File: config.mk
export PLATFORM = sky130hd
export DESIGN_NAME = note_sequencer
export DESIGN_NICKNAME = d
export VERILOG_FILES = /design/src/rtl/note_sequencer.sv
export SDC_FILE = /design/constraint.sdc
export NUM_CORES = 1
export LEC_CHECK = 0
export CORE_ASPECT_RATIO = 0.7
export CORE_UTILIZATION = 45
export CTS_CLUSTER_SIZE = 8
export DETAILED_ROUTE_END_ITERATION = 7
export GPL_TIMING_DRIVEN = 0
export HOLD_SLACK_MARGIN = 0.12
export PLACE_DENSITY_LB_ADDON = 0.08
export SLEW_MARGIN = 10
export SYNTH_ARGS = -nofsm -noshare
export SYNTH_HDL_FRONTEND = slang
export SYNTH_SLANG_ARGS = --single-unit
File: constraint.sdc
create_clock -name clk -period 2 [get_ports clk]
set_input_delay 0.6 -clock clk [delete_from_list [all_inputs] [get_ports clk]]
set_output_delay 0.6 -clock clk [all_outputs]
set_load 0.01 [all_outputs]
File: src/rtl/note_sequencer.sv
// Note-table sequencer: plays a programmed list of (frequency, duration) entries
// and drives frequency_control / tone_en of a downstream square-wave generator.
module note_sequencer #(
    parameter int DEPTH    = 8,
    parameter int DUR_W    = 16,
    parameter int TICK_DIV = 1000
) (
    input  logic                     clk,
    input  logic                     reset_n,
    input  logic                     wr_en,
    input  logic [$clog2(DEPTH)-1:0] wr_addr,
    input  logic [7:0]               wr_freq,
    input  logic [DUR_W-1:0]         wr_dur,
    input  logic [$clog2(DEPTH)-1:0] last_idx,
    input  logic                     start,
    input  logic                     stop,
    input  logic                     loop,
    output logic [7:0]               frequency_control,
    output logic                     tone_en,
    output logic [$clog2(DEPTH)-1:0] note_idx,
    output logic                     busy,
    output logic                     done
);
    localparam int AW = $clog2(DEPTH);
    localparam int PW = (TICK_DIV > 1) ? $clog2(TICK_DIV) : 1;
    localparam logic [PW-1:0] PRE_LAST = PW'(TICK_DIV - 1);

    typedef enum logic [1:0] {IDLE, LOAD, PLAY} state_t;

    state_t           state_q, state_d;
    logic [7:0]       freq_tbl_q [DEPTH];
    logic [7:0]       freq_tbl_d [DEPTH];
    logic [DUR_W-1:0] dur_tbl_q  [DEPTH];
    logic [DUR_W-1:0] dur_tbl_d  [DEPTH];
    logic [AW-1:0]    idx_q, idx_d, last_q, last_d;
    logic [DUR_W-1:0] cnt_q, cnt_d;
    logic [PW-1:0]    pre_q, pre_d;
    logic [7:0]       freq_q, freq_d;
    logic             tone_q, tone_d;
    logic             done_q, done_d;
    logic             go_idle;
    logic             tick;
    logic [7:0]       rd_freq;
    logic [DUR_W-1:0] rd_dur;

    // Registered table: the LOAD read sees the contents before any same-cycle write.
    assign rd_freq = freq_tbl_q[idx_q];
    assign rd_dur  = dur_tbl_q[idx_q];
    assign tick    = (pre_q == PRE_LAST);

    always_comb begin
        freq_tbl_d = freq_tbl_q;
        dur_tbl_d  = dur_tbl_q;
        if (wr_en) begin
            freq_tbl_d[wr_addr] = wr_freq;
            dur_tbl_d[wr_addr]  = wr_dur;
        end
    end

    always_comb begin
        state_d = state_q;
        idx_d   = idx_q;
        last_d  = last_q;
        cnt_d   = cnt_q;
        pre_d   = pre_q;
        freq_d  = freq_q;
        tone_d  = tone_q;
        done_d  = 1'b0;
        go_idle = 1'b0;
        case (state_q)
            IDLE: begin
                if (start && !stop) begin
                    last_d  = last_idx;
                    idx_d   = '0;
                    state_d = LOAD;
                end
            end
            LOAD: begin
                if (stop) begin
                    go_idle = 1'b1;
                end else begin
                    cnt_d   = (rd_dur == '0) ? DUR_W'(1) : rd_dur;
                    pre_d   = '0;
                    freq_d  = rd_freq;
                    tone_d  = (rd_freq != 8'd0);
                    state_d = PLAY;
                end
            end
            PLAY: begin
                if (stop) begin
                    go_idle = 1'b1;
                end else begin
                    pre_d = tick ? '0 : pre_q + 1'b1;
                    if (tick) begin
                        if (cnt_q == DUR_W'(1)) begin
                            if (idx_q != last_q) begin
                                idx_d   = idx_q + 1'b1;
                                state_d = LOAD;
                            end else if (loop) begin
                                idx_d   = '0;
                                state_d = LOAD;
                            end else begin
                                go_idle = 1'b1;
                                done_d  = 1'b1;
                            end
                        end else begin
                            cnt_d = cnt_q - 1'b1;
                        end
                    end
                end
            end
            default: state_d = IDLE;
        endcase
        if (go_idle) begin
            state_d = IDLE;
            freq_d  = 8'd0;
            tone_d  = 1'b0;
            idx_d   = '0;
        end
    end

    always_ff @(posedge clk or negedge reset_n) begin
        if (!reset_n) begin
            state_q    <= IDLE;
            freq_tbl_q <= '{default: '0};
            dur_tbl_q  <= '{default: '0};
            idx_q      <= '0;
            last_q     <= '0;
            cnt_q      <= '0;
            pre_q      <= '0;
            freq_q     <= 8'd0;
            tone_q     <= 1'b0;
            done_q     <= 1'b0;
        end else begin
            state_q    <= state_d;
            freq_tbl_q <= freq_tbl_d;
            dur_tbl_q  <= dur_tbl_d;
            idx_q      <= idx_d;
            last_q     <= last_d;
            cnt_q      <= cnt_d;
            pre_q      <= pre_d;
            freq_q     <= freq_d;
            tone_q     <= tone_d;
            done_q     <= done_d;
        end
    end

    assign frequency_control = freq_q;
    assign tone_en           = tone_q;
    assign note_idx          = idx_q;
    assign busy              = (state_q != IDLE);
    assign done              = done_q;
endmodule

==> results of run 1 <==
[per-stage QoR]
| step | hold slack [ns] | cell area [sq um] | setup slack (ns) |
|---|---|---|---|
| 2_1_floorplan | 0.304 | 11200 | -0.105 |
| 3_3_place_gp | 0.481 | 12000 | -9.18 |
| 3_5_place_dp | 0.404 | 12100 | -0.851 |
| 4_1_cts | 0.495 | 13600 | -0.234 |
| 5_1_grt | 0.505 | 14100 | -0.320 |
| 6_report | 0.498 | 14100 | -0.255 |
[worst paths after layout]
kind	from	endpoint	slack (ns)	cells after the start
max	note_idx[0]$_DFFE_PN0P_	cnt_q[14]$_DFFE_PN0P_	-0.26	9
min	dur_tbl_q[88]$_DFFE_PN0P_	dur_tbl_q[88]$_DFFE_PN0P_	0.50	1
max reg2reg	note_idx[0]$_DFFE_PN0P_	cnt_q[14]$_DFFE_PN0P_	-0.26	9
min reg2reg	dur_tbl_q[88]$_DFFE_PN0P_	dur_tbl_q[88]$_DFFE_PN0P_	0.50	1
max in group asynchronous	reset_n	freq_tbl_q[33]$_DFFE_PN0P_	0.70	3
min in group asynchronous	reset_n	dur_tbl_q[102]$_DFFE_PN0P_	0.51	2
[per-layer routing]
metal,share of wire [%],track usage (%),up-vias
met1,47,34.2,3914
met4,1.8,6.00,0
met2,46,35.6,193
li1,-,-,3230
met3,4.9,4.19,39
met5,0,0,-
[where the power goes]
part	internal, W	leakage, nW	total [W]	switching (W)
Clock	0.00322	0.459	0.00522	0.00201
Combinational	0.00376	2.55	0.00689	0.00313
Sequential	0.00599	2.86	0.00682	0.000831
Total	0.0130	5.87	0.0189	0.00597
[logic make-up (layout without fill, tap and decap cells)]
group / count (synthesis) / after routing / synth area share (%)
multiplexers: 265 / 265 / 31.6
flip-flops: 236 / 236 / 53.2
AND/OR/NAND/NOR: 138 / 138 / 6.60
AO/OA/AOI/OAI: 81 / 81 / 4.65
buffers and inverters: 57 / 199 / 2.46
adder cells (fa/ha/maj): 8 / 8 / 0.902
XOR/XNOR: 8 / 8 / 0.631
[Yosys cell counts, drive strengths merged, types with 9 or more instances]
library cell  instances  area (sq um)
inv                  10          37.5
o21ai                23           115
mux4                 48          1080
buf                  22           141
nor2                 32           120
nand2                40           150
dfrtp               236          5910
mux2i                18           180
a21oi                23           119
nor3                 13          80.1
nand4                10          62.6
clkbuf               25          93.8
mux2                199          2240
a211oi                9          67.6
[layout make-up]
type	count	area share, %
flip-flops and latches	236	41.9
multi-input cells	500	38.1
repair buffers	104	7.46
clock buffers	35	6.22
well taps	318	2.83
plain buffers	47	2.73
clock inverters	3	0.444
inverters	10	0.284
[placed cells by master, fill, tap and decap left out, drive strengths merged, types with 6 or more instances in the layout]
master / netlist / routed
a21oi: 23 / 23
nor4: 6 / 6
mux2i: 18 / 18
mux2: 199 / 199
nand4: 10 / 10
clkdlybuf4s50: 0 / 31
ha: 8 / 8
nand2: 40 / 40
buf: 22 / 84
dfrtp: 236 / 236
dlygate4sd2: 0 / 6
o21ai: 23 / 23
mux4: 48 / 48
a211oi: 9 / 9
clkbuf: 25 / 59
inv: 10 / 10
nand3: 7 / 7
nor2: 32 / 32
nor3: 13 / 13
nand4b: 6 / 6
[timing repair]
action                                 4_1_cts  5_1_grt
setup buffers                               22       32
endpoints found under the hold margin        5        0
hold buffers                                 1        0
resized for setup                          105       65
setup endpoints to repair                  129       97
pin swaps                                    5       15
gates cloned                                 2        2
[critical path, cell delays in order (launching register included)]
cell and delay, ns:
dfrtp_1 0.37, buf_6 0.16, buf_12 0.16, buf_12 0.15, mux4_2 0.55, mux2i_4 0.28
buf_6 0.15, nor2_2 0.03, a31oi_1 0.17, o21ai_1 0.10
[flip-flops by register name, summed over array words and instances, names as in the netlist]
name	flops
note_idx	3
state_q	2
tone_en	1
frequency_control	8
dur_tbl_q	128
last_q	3
cnt_q	16
done	1
freq_tbl_q	64
pre_q	10
==> results.py, run 1 <==
metrics = {
    "timing": {
        "tightest_slew_ns": 0.809,
        "fin_skew_ns": 0.0126,
        "fin_crit_sh_pct": 113,
        "slew_violations": 0,
        "fmax_mhz": 443,
        "setup_viol": 29,
        "period_needed_ns": 2.26,
        "fin_ws_ns": -0.255,
        "max-slew-margin-rel_pct": 46.1,
        "setup_tns_ns": -3.18,
        "rsz0062_at_grt": "true",
        "hold_violations": 0,
    },
    "global_routing": {
        "grt_pass1_wl_mm": 44.5,
        "grt.overflow.total": 0,
        "grt_max_degree": 120,
        "grt_pass1_vias": 7692,
        "antenna_found_initial": 0,
        "track_usage_pct": 23.2,
    },
    "clocking": {
        "numCtsBuffers": 35,
        "cts_max_level": 2,
        "cts_root_buffer": "clkbuf_16",
        "clk_latency_ns": 0.50,
        "cts_tree": "yes",
        "clock_path_buffers": 3,
        "clkTransAtPathRegs_ns": 0.05,
        "numClockSinks": 236,
    },
    "detailed_routing": {
        "first_iter_violations": 410,
        "drc": 0,
        "ant_nets": 0,
        "vias_per_cell": 5.89,
        "routed_wl_mm": 28.6,
        "wl_per_cell_um": 22.8,
        "first_pass_iters": 5,
        "vias": 7376,
    },
    "yosys": {
        "synth_cell_types": 57,
        "synthFlopType": "dfrtp_1",
        "ys_seq_elements": 236,
        "syn_inst": 793,
        "syn_area_per_cell_sq_um": 14.0,
        "yosysSeqAreaShare_pct": 53.2,
        "async_flop_share_pct": 100,
        "synth_nets": 837,
        "synth_edf_count": 0,
        "synth.cell_area_sq_um": 11100,
        "synth_warnings": 0,
    },
    "floorplan": {
        "dieArea_sq_um": 25300,
        "die_h_um": 133,
        "coreArea_sq_um": 23900,
        "start_util_pct": 46.4,
        "ioPinCount": 50,
        "die_w_um": 190,
        "floorplan.rows": 47,
    },
    "min_path": {
        "hp-class": "register to register",
    },
    "worst_setup_path": {
        "end_kind": "register",
        "critical_path_peak_fanout": 8,
        "arrival_ns": 2.63,
        "crit_type": "register to register",
        "cp_data_required_time_ns": 2.37,
        "cp-start-kind": "register",
    },
    "cells_and_area": {
        "diodes": 0,
        "fin_nets": 978,
        "n_fill_cell": 1812,
        "utilization_pct": 58.8,
        "multi_input_area_sq_um": 5360,
        "drive_gt1_share_pct": 48.1,
        "final_cells": 1253,
        "seq_area_sq_um": 5910,
        "syn2layout_area_growth_pct": 26.9,
    },
    "placed_design": {
        "io_buffers": 44,
        "routabilityCongestion": 0.865,
        "hpwl_mm": 18.4,
        "placed_cells": 1157,
    },
    "power_and_ir_drop": {
        "power_density_nw_per_um2": 1340,
        "ir_drop_v": 0.000521,
        "power_w": 0.0189,
        "p_leak_nw": 5.87,
    },
    "job": {
        "maxCapViolCount": 0,
    },
    "outcome": {
        "status": "finished, violations left",
        "violations": "negative setup slack",
    },
}
(Power assumes the default switching activity.)
==> inputs of run 2 (changes only) <==
Settings changed: CORE_MARGIN from default to 3, MAX_ROUTING_LAYER from default to met4.
Clock period 2 ns to 2.9 ns, I/O delays scaled along.
==> run 2 against run 1 <==
Against the previous run: highest routed layer unchanged; clock-buffer cell count up 4; critical path depth is the same; wire length shrank 5.1%; combinational power fell by 49%; largest cell class unchanged; cell area fell by 7.9%; power fell by 38%; setup slack improved by 0.40 ns; core utilization shrank 4.6 points; clock skew decreased by 0.00073 ns; the flow now finishes without violations.
==> results.py, run 2 (same netlist as run 1, synthesis figures left out) <==
metrics = {
    "cells_and_area": {
        "regMostFlops": "dur_tbl_q",
        "n_fill_cell": 1940,
        "layout_commonest_cell": "dfrtp_1",
        "largest_reg_flops": 128,
        "final_area_sq_um": 13000,
        "diodes": 0,
        "mostFrequentLayoutCells": "dfrtp_1 (236), mux2_2 (197), mux4_2 (48), clkdlybuf4s50_1 (43), nand2_1 (40)",
        "final_cells": 1198,
        "fin_nets": 920,
        "drive_gt1_share_pct": 36.9,
        "utilization_pct": 54.2,
        "syn2layout_area_growth_pct": 16.9,
        "reg.largest.list": "dur_tbl_q: 128 flops, freq_tbl_q: 64 flops, cnt_q: 16 flops",
    },
    "job": {
        "maxCapViolCount": 0,
    },
    "worst_setup_path": {
        "crit_type": "register to register",
        "end_kind": "register",
        "cp-start-kind": "register",
        "critical_path_peak_fanout": 10,
        "crit_chain": "buf_2 > buf_2 > clkbuf_4 > mux4_2 > mux2i_1 > inv_1 > nor4_1 > nand3_1 > a21oi_1",
        "cp_data_required_time_ns": 3.32,
        "cpPeakStageDelay_ns": 0.37,
        "cp_common_cell": "buf_2",
        "worstSetupStartpoint": "note_idx[2]$_DFFE_PN0P_",
        "crit_slowest_cell": "mux2i_1",
        "rr_startpoint": "note_idx[2]$_DFFE_PN0P_",
        "arrival_ns": 3.18,
    },
    "detailed_routing": {
        "vias_per_cell": 5.84,
        "first_pass_iters": 4,
        "drc": 0,
        "vias": 6991,
        "first_iter_violations": 389,
        "ant_nets": 0,
        "routed_wl_mm": 27.2,
        "wl_per_cell_um": 22.7,
    },
    "placed_design": {
        "hpwl_mm": 19.0,
        "io_buffers": 44,
        "placed_cells": 1157,
        "placed_area_sq_um": 12000,
        "routabilityCongestion": 0.840,
    },
    "clocking": {
        "numClockSinks": 236,
        "ctsHoldBuffers": 0,
        "clkTransAtPathRegs_ns": 0.05,
        "numCtsBuffers": 35,
        "clock_path_buffers": 3,
        "cts_max_level": 2,
        "clk_latency_ns": 0.51,
        "cts_root_buffer": "clkbuf_16",
        "cts_tree": "yes",
    },
    "power_and_ir_drop": {
        "p_leak_nw": 5.36,
        "p_switching_w": 0.00364,
        "power_frac_seq_pct": 39.7,
        "p_sw_share_pct": 30.9,
        "p_clk_share_pct": 30.4,
        "power_density_nw_per_um2": 908,
        "intPower_w": 0.00814,
        "power_w": 0.0118,
        "ir_drop_v": 0.000480,
        "p_comb_share_pct": 29.9,
    },
    "timing": {
        "period_needed_ns": 2.76,
        "fin_skew_ns": 0.0119,
        "setup_viol": 0,
        "fin_crit_sh_pct": 95.1,
        "slew_violations": 0,
        "fmax_mhz": 363,
        "hold_slack_ns": 0.286,
        "tightest_slew_ns": 1.09,
        "max-slew-margin-rel_pct": 26.8,
        "hold_violations": 0,
        "rsz0062_at_grt": "false",
    },
    "floorplan": {
        "floorplan.rows": 47,
        "die_h_um": 137,
        "ioPinCount": 50,
        "dieArea_sq_um": 26600,
        "start_util_pct": 46.4,
        "die_w_um": 194,
        "coreArea_sq_um": 23900,
    },
    "min_path": {
        "hp-class": "input pin to asynchronous set/reset pin",
    },
    "global_routing": {
        "grt_pass1_vias": 7491,
        "track_usage_pct": 21.5,
        "grt_max_degree": 111,
        "grt_pass1_wl_mm": 42.9,
        "grt.overflow.total": 0,
        "antenna_found_initial": 0,
    },
    "outcome": {
        "status": "finished, final reports clean",
    },
}
[run 2: per-layer routing]
metal | GRT usage (%) | vias up | routed length [um]
met1 | 29.5 | 3677 | 12800
met2 | 33.4 | 153 | 12700
met4 | 5.74 | 0 | 510
met3 | 4.30 | 50 | 1210
li1 | - | 3111 | -
met5 | - | - | 0
[run 2: layout make-up]
class | instances | area [sq um] | area share, %
flip-flops and latches | 236 | 5910 | 45.5
well taps | 318 | 398 | 3.07
inverters | 10 | 37.5 | 0.289
clock inverters | 2 | 25.0 | 0.193
clock buffers | 39 | 922 | 7.11
multi-input cells | 500 | 4940 | 38.1
repair buffers | 46 | 500 | 3.86
plain buffers | 47 | 240 | 1.85
[run 2: what timing repair did]
item	CTS	global route
setup buffers	0	0
endpoints found under the setup margin	0	2
gates resized for setup	0	10
[run 2: worst paths after layout]
path	to	slack [ns]	cells after the start
setup / recovery	cnt_q[0]$_DFFE_PN0P_	0.14	9
hold reg to reg	dur_tbl_q[30]$_DFFE_PN0P_	0.49	1
hold / removal	cnt_q[11]$_DFFE_PN0P_	0.29	1
min in group clk	dur_tbl_q[30]$_DFFE_PN0P_	0.49	1
max in group asynchronous	freq_tbl_q[1]$_DFFE_PN0P_	1.69	2
setup reg to reg	cnt_q[0]$_DFFE_PN0P_	0.14	9
[run 2: stage by stage]
stage / worst slack [ns] / TNS (ns)
after floorplan: 0.525 / 0
after CTS: 0.0201 / 0
after detailed placement: -0.150 / -6.84
final: 0.142 / 0
after global routing: 0.0196 / 0
after global placement: -8.42 / -1982.38
[run 2: critical path, delay by kind of cell (launching register included)]
| family | cells | cell delay, ns |
|---|---|---|
| flip-flops | 1 | 0.36 |
| multiplexers | 2 | 0.70 |
| AND/OR/NAND/NOR | 2 | 0.45 |
| buffers and inverters | 4 | 1.01 |
| AO/OA/AOI/OAI | 1 | 0.13 |
[run 2: power groups by stage]
stage	Clock (W)	Combinational, W	Sequential, W
after floorplan	0	0.00247	0.00456
after global placement	0	0.00342	0.00464
after detailed placement	0	0.00352	0.00471
after CTS	0.00369	0.00353	0.00466
after global routing	0.00384	0.00384	0.00477
final	0.00358	0.00352	0.00467
==> inputs of run 3 (changes only) <==
Settings changed: CAP_MARGIN from default to 20.
==> results of run 3 <==
The final DEF is identical to that of run 2; final timing and power are the same.
==> edit, RTL diff (settings of run 3) <==
The parameter `DUR_W` goes from 16 to 12.
--- a/src/rtl/note_sequencer.sv
+++ b/src/rtl/note_sequencer.sv
@@ -4,3 +4,3 @@
     parameter int DEPTH    = 8,
-    parameter int DUR_W    = 16,
+    parameter int DUR_W    = 12,
     parameter int TICK_DIV = 1000
Interface: changed (resized wr_dur); port bits go from 50 to 46. The function was not compared with the original's and may differ.
==> edit against run 3 <==
The flow now finishes with violations (design-rule violations). Final area down 15%. Die area shrank 13%. Sequential cell count decreased by 36. Setup slack got worse by 0.015 ns. Non-clock buffer count fell by 4. Wire length decreased by 14%. Synthesized cell count fell by 12%. Area after synthesis shrank 14%. Cell count fell by 13%. Power fell by 27%. Critical path type unchanged.
==> edit: results (changes against run 3) <==
| Metric | Value |
|---|---|
| Status | `finished with violations` |
| Failing checks | `design-rule violations` |
| CTS Buf Count | `17 (-51%)` |
| H-tree depth | `4 (+2)` |
| Initial antenna violation count | `0 (unchanged)` |
| Seq/Total Area, Yosys | `0.5240 (-0.008159)` |
| Max incr delay on CP | `0.69 ns (+0.32 ns)` |
| Fillers | `1690 (-13%)` |
| Syn avg cell area | `13.65 µm² (-2.5%)` |
| Commonest cells in the netlist | `dfrtp_1, mux2_2, mux4_2, nor2_1, clkbuf_1` |
| Maximum vdd drop | `0.4436 mV (-7.6%)` |
| Largest registers | `dur_tbl_q x96, freq_tbl_q x64, cnt_q x12` |
| Fin Hold WS | `0.4370 ns (+0.1512 ns)` |
| Placed Cells incl. Taps | `1016 (-12%)` |
| CTS clock-pin slew for the worst setup and hold paths | `0.07 ns (+0.02 ns)` |
| Post-layout min period | `2.773 ns (+0.01527 ns)` |
| Leak | `4.415 nW (-18%)` |
| RePlAce Congestion | `0.8611 (+2.6%)` |
| CP Launch Point | `note_idx[0]$_DFFE_PN0P_` |
| Slew headroom | `0.3766 (+0.1087)` |
| FF-to-FF path depth | `5 (-4)` |
| Ranking of synthesized cells by area | `dfrtp_1, mux2_2, mux4_2` |
| Fraction of registers with async set/reset | `1.000 (unchanged)` |
| First-pass GRT wire length | `38120 µm (-11%)` |
| Synth cell types | `50 (-12%)` |
| Placed inst area | `0.01037 mm² (-14%)` |
| Max Buffers Root-to-Sink | `2 (-1)` |
| Nets | `805 (-13%)` |
| Wire per inst | `22.23 µm (-1.9%)` |
| Post-synthesis mux area share | `0.3111 (-0.004450)` |
| DRT Pass-1 Iters | `8 (+4)` |
| Synth warn | `0 (unchanged)` |
| Syn Nets | `740 (-12%)` |
| Pre-CTS WS | `-0.2499 ns (-0.1002 ns)` |
| DPL Wire Length | `15870 µm (-16%)` |
| Layout Skew | `0.009783 ns (-0.002074 ns)` |
| Number of remaining DRC errors | `2 (+2)` |
| Vias | `6259 (-10%)` |
| Crit path DAT | `3.11 ns (-0.07 ns)` |
| Skew-Pair Late Insertion Delay | `0.44 ns (-0.07 ns)` |
| Global Route Usage Sum | `0.2211 (+0.005751)` |
| Post-synthesis compound-gate area fraction | `0.05751 (+0.01106)` |
| Initial DRC Count | `369 (-5.1%)` |
| Largest net degree at the start of global routing | `113 (+1.8%)` |
[edit: routing by layer]
| metal | track usage | share of wire |
|---|---|---|
| met3 | 0.05332 | 0.058 |
| met5 | - | 0 |
| met4 | 0.05593 | 0.013 |
| met1 | 0.3217 | 0.49 |
| met2 | 0.3148 | 0.43 |
[edit: area by class of cell]
| class | instances | area (µm²) | share of cell area |
|---|---|---|---|
| Inverter | 14 | 52.55 | 0.004794 |
| Tap cell | 270 | 337.8 | 0.03082 |
| Multi-Input combinational cell | 443 | 4329 | 0.3949 |
| Buffer | 43 | 192.7 | 0.01758 |
| Sequential cell | 200 | 5005 | 0.4566 |
| Clock inverter | 15 | 136.4 | 0.01244 |
| Clock buffer | 17 | 425.4 | 0.03881 |
| Timing Repair Buffer | 46 | 483.0 | 0.04406 |
[edit: power by group]
part | internal (mW) | switching [mW]
clock | 1.14 | 1.15
sequential | 3.48 | 0.464
combinational | 1.26 | 1.14
total | 5.88 | 2.76
